`src/rtl/baw_pkg.sv`:
```
// Shared definitions for the Black-and-White board game front end and game FSM.
//   - Button index constants and count
//   - Per-channel debounce FSM state type
//   - Game FSM state encoding
//   - btn_prio_pick(): one-hot pick of the highest-priority pressed button
package baw_pkg;

  localparam int BTN_CENTER = 0;
  localparam int BTN_TOP    = 1;
  localparam int BTN_BOTTOM = 2;
  localparam int BTN_LEFT   = 3;
  localparam int BTN_RIGHT  = 4;
  localparam int BTN_COUNT  = 5;

  typedef enum logic {
    DB_STABLE,
    DB_CHANGING
  } db_state_t;

  typedef enum logic [2:0] {
    GS_INIT,
    GS_SELECT,
    GS_MOVE,
    GS_CHECK,
    GS_WIN_BLACK,
    GS_WIN_WHITE
  } game_state_t;

  // Priority bottom > center > top > left > right. Bottom is the
  // abort-to-init button, so it must never be lost in a collision.
  function automatic logic [BTN_COUNT-1:0] btn_prio_pick(input logic [BTN_COUNT-1:0] v);
    logic [BTN_COUNT-1:0] r;
    r = '0;
    if      (v[BTN_BOTTOM]) r[BTN_BOTTOM] = 1'b1;
    else if (v[BTN_CENTER]) r[BTN_CENTER] = 1'b1;
    else if (v[BTN_TOP])    r[BTN_TOP]    = 1'b1;
    else if (v[BTN_LEFT])   r[BTN_LEFT]   = 1'b1;
    else if (v[BTN_RIGHT])  r[BTN_RIGHT]  = 1'b1;
    return r;
  endfunction

endpackage

```
`src/rtl/baw_btn_debounce.sv`:
```
// Single button channel: synchroniser, debounce counter and FSM.
// Ports:
//   i_clk     system clock, rising edge
//   i_resetn  synchronous active-low reset
//   i_raw     raw asynchronous button input
//   o_level   debounced level (registered)
//   o_press   high when a 0->1 level change is accepted on the coming edge
module baw_btn_debounce
  import baw_pkg::*;
#(
  parameter int DEBOUNCE_CYCLES = 1_000_000,
  parameter int SYNC_STAGES     = 2
) (
  input  logic i_clk,
  input  logic i_resetn,
  input  logic i_raw,
  output logic o_level,
  output logic o_press
);

  localparam int                CNT_W   = $clog2(DEBOUNCE_CYCLES);
  localparam logic [CNT_W-1:0]  CNT_MAX = CNT_W'(DEBOUNCE_CYCLES - 1);

  logic [SYNC_STAGES-1:0] r_sync;
  logic                   w_synced;
  db_state_t              r_state, w_state_nx;
  logic [CNT_W-1:0]       r_cnt, w_cnt_nx;
  logic                   r_level, w_level_nx;
  logic                   w_press;

  always_ff @(posedge i_clk) begin
    if (!i_resetn) r_sync <= '0;
    else           r_sync <= {r_sync[SYNC_STAGES-2:0], i_raw};
  end

  assign w_synced = r_sync[SYNC_STAGES-1];

  always_ff @(posedge i_clk) begin
    if (!i_resetn) begin
      r_state <= DB_STABLE;
      r_cnt   <= '0;
      r_level <= 1'b0;
    end else begin
      r_state <= w_state_nx;
      r_cnt   <= w_cnt_nx;
      r_level <= w_level_nx;
    end
  end

  // Entering CHANGING costs one edge with the counter still at 0, then the
  // counter runs 0..CNT_MAX; the level flips on the edge after CNT_MAX.
  always_comb begin
    w_state_nx = r_state;
    w_cnt_nx   = r_cnt;
    w_level_nx = r_level;
    w_press    = 1'b0;
    case (r_state)
      DB_STABLE: begin
        w_cnt_nx = '0;
        if (w_synced != r_level) w_state_nx = DB_CHANGING;
      end
      DB_CHANGING: begin
        if (w_synced == r_level) begin
          w_state_nx = DB_STABLE;
          w_cnt_nx   = '0;
        end else if (r_cnt == CNT_MAX) begin
          w_state_nx = DB_STABLE;
          w_cnt_nx   = '0;
          w_level_nx = ~r_level;
          w_press    = ~r_level;
        end else begin
          w_cnt_nx   = r_cnt + CNT_W'(1);
        end
      end
      default: begin
        w_state_nx = DB_STABLE;
        w_cnt_nx   = '0;
      end
    endcase
  end

  assign o_level = r_level;
  assign o_press = w_press;

endmodule

```
`src/rtl/baw_button_conditioner.sv`:
```
// Button front end: five independent debounce channels feeding registered
// single-cycle press pulses to the game FSM.
// Ports:
//   i_clk            system clock, rising edge
//   i_resetn         synchronous active-low reset
//   i_btn_raw[4:0]   raw buttons (0 center, 1 top, 2 bottom, 3 left, 4 right)
//   o_btn_level      debounced levels
//   o_btn_pulse      one-cycle pulse per accepted press
//   o_btn_collision  one-cycle flag when several presses were accepted together
// Build option: BAW_BTN_ONEHOT_GUARD_EN keeps only the highest-priority press
// of a coincident group and raises o_btn_collision; otherwise every press
// passes through and o_btn_collision stays 0.
module baw_button_conditioner
  import baw_pkg::*;
#(
  parameter int DEBOUNCE_CYCLES = 1_000_000,
  parameter int SYNC_STAGES     = 2
) (
  input  logic                 i_clk,
  input  logic                 i_resetn,
  input  logic [BTN_COUNT-1:0] i_btn_raw,
  output logic [BTN_COUNT-1:0] o_btn_level,
  output logic [BTN_COUNT-1:0] o_btn_pulse,
  output logic                 o_btn_collision
);

  logic [BTN_COUNT-1:0] w_press;
  logic [BTN_COUNT-1:0] w_pulse_nx;
  logic                 w_coll_nx;
  logic [BTN_COUNT-1:0] r_pulse;
  logic                 r_coll;

  baw_btn_debounce #(
    .DEBOUNCE_CYCLES (DEBOUNCE_CYCLES),
    .SYNC_STAGES     (SYNC_STAGES)
  ) u_db [BTN_COUNT-1:0] (
    .i_clk    (i_clk),
    .i_resetn (i_resetn),
    .i_raw    (i_btn_raw),
    .o_level  (o_btn_level),
    .o_press  (w_press)
  );

`ifdef BAW_BTN_ONEHOT_GUARD_EN
  logic w_multi;
  // More than one bit set: clearing the lowest set bit leaves something.
  assign w_multi    = |(w_press & (w_press - BTN_COUNT'(1)));
  assign w_pulse_nx = w_multi ? btn_prio_pick(w_press) : w_press;
  assign w_coll_nx  = w_multi;
`else
  assign w_pulse_nx = w_press;
  assign w_coll_nx  = 1'b0;
`endif

  always_ff @(posedge i_clk) begin
    if (!i_resetn) begin
      r_pulse <= '0;
      r_coll  <= 1'b0;
    end else begin
      r_pulse <= w_pulse_nx;
      r_coll  <= w_coll_nx;
    end
  end

  assign o_btn_pulse     = r_pulse;
  assign o_btn_collision = r_coll;

endmodule

```
`config.mk`:
```
export PLATFORM = sky130hd
export DESIGN_NAME = baw_button_conditioner
export DESIGN_NICKNAME = d
export VERILOG_FILES = /design/src/rtl/baw_pkg.sv /design/src/rtl/baw_btn_debounce.sv /design/src/rtl/baw_button_conditioner.sv
export SDC_FILE = /design/constraint.sdc
export NUM_CORES = 1
export LEC_CHECK = 0
export BUFFER_PORTS_ARGS = -buffer_cell sky130_fd_sc_hd__clkbuf_2
export CAP_MARGIN = 20
export CORE_MARGIN = 2
export CORE_UTILIZATION = 33
export DETAILED_ROUTE_END_ITERATION = 6
export GPL_TIMING_DRIVEN = 0
export SETUP_SLACK_MARGIN = 0.3
export SLEW_MARGIN = 10
export SYNTH_ARGS = -nofsm -noshare
export SYNTH_HDL_FRONTEND = slang
export SYNTH_SLANG_ARGS = --single-unit
```
`constraint.sdc`:
```
create_clock -name i_clk -period 3.15 [get_ports i_clk]
set_clock_uncertainty 0.05 [all_clocks]
set_input_delay 0 -clock i_clk [delete_from_list [all_inputs] [get_ports i_clk]]
set_output_delay 0 -clock i_clk [all_outputs]
set_load 0.02 [all_outputs]
```
======== Word level (Yosys, flattened, before mapping) ========
Cells that the tools add are included.
operators by class
  shifts and indexed selects .............. 0
  equality and inequality tests ........... 15
  $lt $le $gt $ge ......................... 0
  $add $sub $neg .......................... 5
  mux-type cells .......................... 35
  div/mod/pow operators ................... 0
  reduce and logical (&&, ||, !) cells .... 10
  multiply operators ...................... 0
  bitwise logic cells ..................... 21
operator list
  kind                                                             count
  20-bit two-way mux                                               10
  20-bit one-hot mux with 2 select lines                           5
  20-bit by 1-bit adder with 20-bit output, second input constant  5
  20-bit == test, second input constant                            5
  1-bit inverter                                                   21
  4-bit OR reduction                                               5
  1-bit two-way mux                                                15
  3-bit AND reduction                                              5
  1-bit one-hot mux with 2 select lines                            5
  1-bit == test                                                    5
  1-bit != test                                                    5
storage, ports and cells
  latch bits .............................. 0
  memories ................................ 0
  input port bits ......................... 7
  register bits after elaboration ......... 125
  memory bits (read-only) ................. 0
  output and inout port bits .............. 11
  logic and storage cells ................. 111
  bits in writable memories ............... 0

======== Longest topological paths before layout ========
  depth after elaboration ................. 4
  depth in mapped cells ................... 7
  mapped depth without buffers ............ 5

======== Cells and area by module ========
Synthesis repeated with hierarchy kept, for this count alone.
unflattened totals
  cell total of the unflattened synthesis .. 627
  area total of the unflattened synthesis .. 5,435.2 um^2
by module, submodules not included
  module                  cells each  seq. area each (um^2)  area an instance (um^2)  instances
  baw_btn_debounce        123         480.5                  1,058.5                  5
  baw_button_conditioner  12          100.1                  142.6                    1

======== Worst setup path before layout ========
No wires, ideal clock.
  path type ............................... register to register
  from .................................... reg u_db[1].r_cnt[0]
  to ...................................... reg u_db[1].r_cnt[18]
  stages on the path, launching flop included .. 7
  path buffers ............................ 1
  path slack .............................. 1.240 ns
  data required time ...................... 2.985 ns
  period minus slack after synthesis ...... 1.910 ns
  library setup time ...................... 0.115 ns
  arrival time ............................ 1.745 ns
  cells stage by stage .................... dfxtp_1 -> ha_1 -> nand2_1 -> or4_1 -> clkbuf_1 -> o31a_1 -> o21ba_2
between the ends
  longest elaborated chain between the ends .. 4
  elaborated cells between the ends (all ways) .. 5
  classes of those cells .................. add/sub (1); eq/ne (1); mux (3)
ends and longest elaborated chain
  item                                                                               line                                            text
  start, declared                                                                    baw_btn_debounce.sv:27                          logic [CNT_W-1:0] r_cnt, w_cnt_nx;
  start signal, assigned                                                             baw_btn_debounce.sv:45                          r_cnt <= w_cnt_nx;
  20-bit by 1-bit adder with 20-bit output / 20-bit == test (equally long branches)  baw_btn_debounce.sv:72, baw_btn_debounce.sv:66
  20-bit two-way mux (*)                                                             baw_btn_debounce.sv:66                          end else if (r_cnt == CNT_MAX) begin
  20-bit two-way mux (*)                                                             baw_btn_debounce.sv:63                          if (w_synced == r_level) begin
  20-bit one-hot mux with 2 select lines (*)                                         baw_btn_debounce.sv:57                          case (r_state)
Mark *: on every way between the ends. The rest lies on a longest branch, timed or not.
A chain may end at the register's enable or synchronous reset.

======== Worst setup path after layout ========
  from .................................... reg u_db[3].r_cnt[0]
  to ...................................... reg u_db[3].r_cnt[7]
between the ends
  longest elaborated chain between the ends .. 4
  elaborated cells between the ends (all ways) .. 5
  classes of those cells .................. add/sub (1); eq/ne (1); mux (3)
ends and longest elaborated chain
  item                                                                               line
  start, declared                                                                    baw_btn_debounce.sv:27
  start signal, assigned                                                             baw_btn_debounce.sv:45
  20-bit by 1-bit adder with 20-bit output / 20-bit == test (equally long branches)  baw_btn_debounce.sv:72, baw_btn_debounce.sv:66
  20-bit two-way mux (*)                                                             baw_btn_debounce.sv:66
  20-bit two-way mux (*)                                                             baw_btn_debounce.sv:63
  20-bit one-hot mux with 2 select lines (*)                                         baw_btn_debounce.sv:57
Marked as above.

==> run summary <==
placed cell count - 853
Initial Util - 0.339
Post-synth top flop - dfxtp_1
crit path max fanout - 10
Area growth, synth to finish - 18.9%
vias in the first global route - 4,134
RSZ-0062 raised after global routing - no
Clk Latency, worst-skew pair - 410 ps
Total Wirelength - 10.7 mm
Post-Synthesis Cells - 622
CP Class - register to register
die width - 132 um
synth warn - 0
Ports - 18
initial antenna violation count - 0
total track usage - 0.130
diodes inserted - 0
TNS Setup - 0 ps
HP Class - primary input to register
number of enable flip-flop cells after synthesis - 0
critical path's top delay family - simple AND/OR/NAND/NOR gates
mapped cell area - 0.00540 mm^2
CP required - 3380 ps
CTS max path bufs - 2
post-route antenna net violation count - 0
CTS Sinks - 125
WP buf/inv - 1
fin nets - 674
Netlist cell types - 39
via count - 4,379
Mean Syn Cell Area - 8.68 um^2
Max Transition Viols Final - 0
total global routing overflow - 0
status - finished, final reports clean
total CTS buffers - 17
pin count of the biggest net entering global routing - 17
Via density - 4.91
Worst-path clk slew - 60 ps
Die Ht - 132 um
CP peak stage delay - 560 ps
CP cell instances - ha_1, nand3_1, nor4_1, a21o_1, clkbuf_1, nor2_1
synth top area cells - dfxtp_1, xnor2_1, nor2_1, xor2_1, nand3_1
Max transition margin - 0.548
CTS tree - done
Seq/Total Area, Yosys - 0.463
most common cell in the netlist - dfxtp_1
Mapped Nets - 634
minimum clock period - 2320 ps
most common library cells after synthesis - dfxtp_1, nor2_1, nand2_1, nand3_1, xnor2_1
drt first pass iters - 5
H-tree depth - 4
crit path DAT - 2540 ps
Non-Filler Instances - 891
leading area contributor after synthesis - dfxtp_1
Core Area - 0.0159 mm^2
WL/cell - 12.0 um
Power Dens Cells - 564 mW/mm^2
Post-CTS Setup Inserts - 0
Seq cells post-synth - 125
crit start category - register
final worst-path cycle share - 0.735
root buf cell - clkbuf_16
Die ar. - 0.0174 mm^2
final hold violation count - 0
RePlAce Congestion - 0.774
initial detailed-routing violation count - 215
Worst path slowest cell - nor4_1
count of endpoints failing setup in the final report - 0
Max Cap Viol - 0
Post-DP HPWL - 7.58 mm
Worst-Margin Slew - 668 ps
Peak supply drop - 0.379 mV
first-pass GRT wire length - 18.6 mm
layout cell share with drive strength beyond 1 - 0.108
ys async rst share - 0
Synth top area share - 0.463
# rows - 46
FMAX - 432 MHz
CP Capture Type - register
Tot Pwr - 3.62 mW
static leakage - 1.94 nW
IO Port Bufs - 15
# DRC - 0
==> final cells by class <==
cell class | instances | area (um^2)
Multi-Input combinational cell | 452 | 2700
Clock inverter | 13 | 164
Inverter | 20 | 75.1
Timing Repair Buffer | 21 | 135
Buffer | 25 | 128
Sequential cell | 125 | 2500
Fill cell | 1595 | 9520
Clock buffer | 19 | 453
Tap cell | 216 | 270
==> state kept, by name, indices dropped and copies added (netlist names) <==
name          flops
u_db.r_state      5
u_db.o_level      5
u_db.r_cnt      100
o_btn_pulse       5
u_db.r_sync      10
==> per-layer routing <==
metal / track usage / vias to the layer above / part of all wire
met5: 0 / - / 0
met4: 0.0568 / 0 / 0.0062
met3: 0.0434 / 7 / 0.028
met2: 0.206 / 46 / 0.47
met1: 0.162 / 2048 / 0.49
li1: - / 2278 / -
==> path summary, 6_finish.rpt <==
path | start | endpoint | slack [ps] | cells past startpoint
max | u_db[3].r_cnt[0] | u_db[3].r_cnt[7] | 830 | 6
min | i_btn_raw[1] | u_db[1].r_sync[0] | 280 | 3
max reg2reg | u_db[3].r_cnt[0] | u_db[3].r_cnt[7] | 830 | 6
min reg2reg | u_db[4].r_sync[0] | u_db[4].r_sync[1] | 390 | 1
==> cells in the final DEF, fill, tap and decap left out, drive strengths merged, types with 16 or more instances in the layout <==
cell type	synthesis	final
dfxtp	125	125
nor2	82	82
clkbuf	10	44
nand2	42	42
nand3	38	38
xnor2	37	37
a21oi	34	34
nand4	27	27
xor2	26	26
or3	23	23
inv	20	22
o21ai	21	21
or4	18	18
nor3	16	16
==> kinds of logic after synthesis <==
family	after synthesis	synth area share
adder cells (fa/ha/maj)	5	0.0116
flip-flops	125	0.463
XOR/XNOR	63	0.102
AND/OR/NAND/NOR	305	0.300
other	1	0.000694
buffers and inverters	45	0.0375
AO/OA/AOI/OAI	76	0.0813
multiplexers	2	0.00371
==> metrics by stage <==
| step | cell area (um^2) | setup WS (ps) | util | hold slack (ps) |
|---|---|---|---|---|
| 6_report | 6420 | 834 | 0.403 | 282 |
| 2_1_floorplan | 5400 | 1240 | - | 77.3 |
| 4_1_cts | 6420 | 793 | 0.403 | 256 |
| 3_5_place_dp | 5750 | 797 | 0.360 | 166 |
| 5_1_grt | 6420 | 629 | 0.403 | 262 |
| 3_3_place_gp | 5750 | 890 | 0.360 | 159 |
==> report_power, final <==
part,internal (mW),switching [mW]
clock network,1.29,0.714
registers,1.59,0.00514
logic,0.0143,0.0149
==> worst reg2reg max path, delay by kind of cell (launching register included) <==
kind / cells / cell delay, ps
AO/OA/AOI/OAI: 1 / 200
adder cells (fa/ha/maj): 1 / 210
buffers and inverters: 1 / 380
flip-flops: 1 / 390
AND/OR/NAND/NOR: 3 / 950
==> timing repair <==
action	in CTS	in global routing
hold endpoints to repair	6	0
endpoints found under the setup margin	0	0
resized for setup	0	0
hold buffers	6	0
Power figures use the tool's default switching activity.
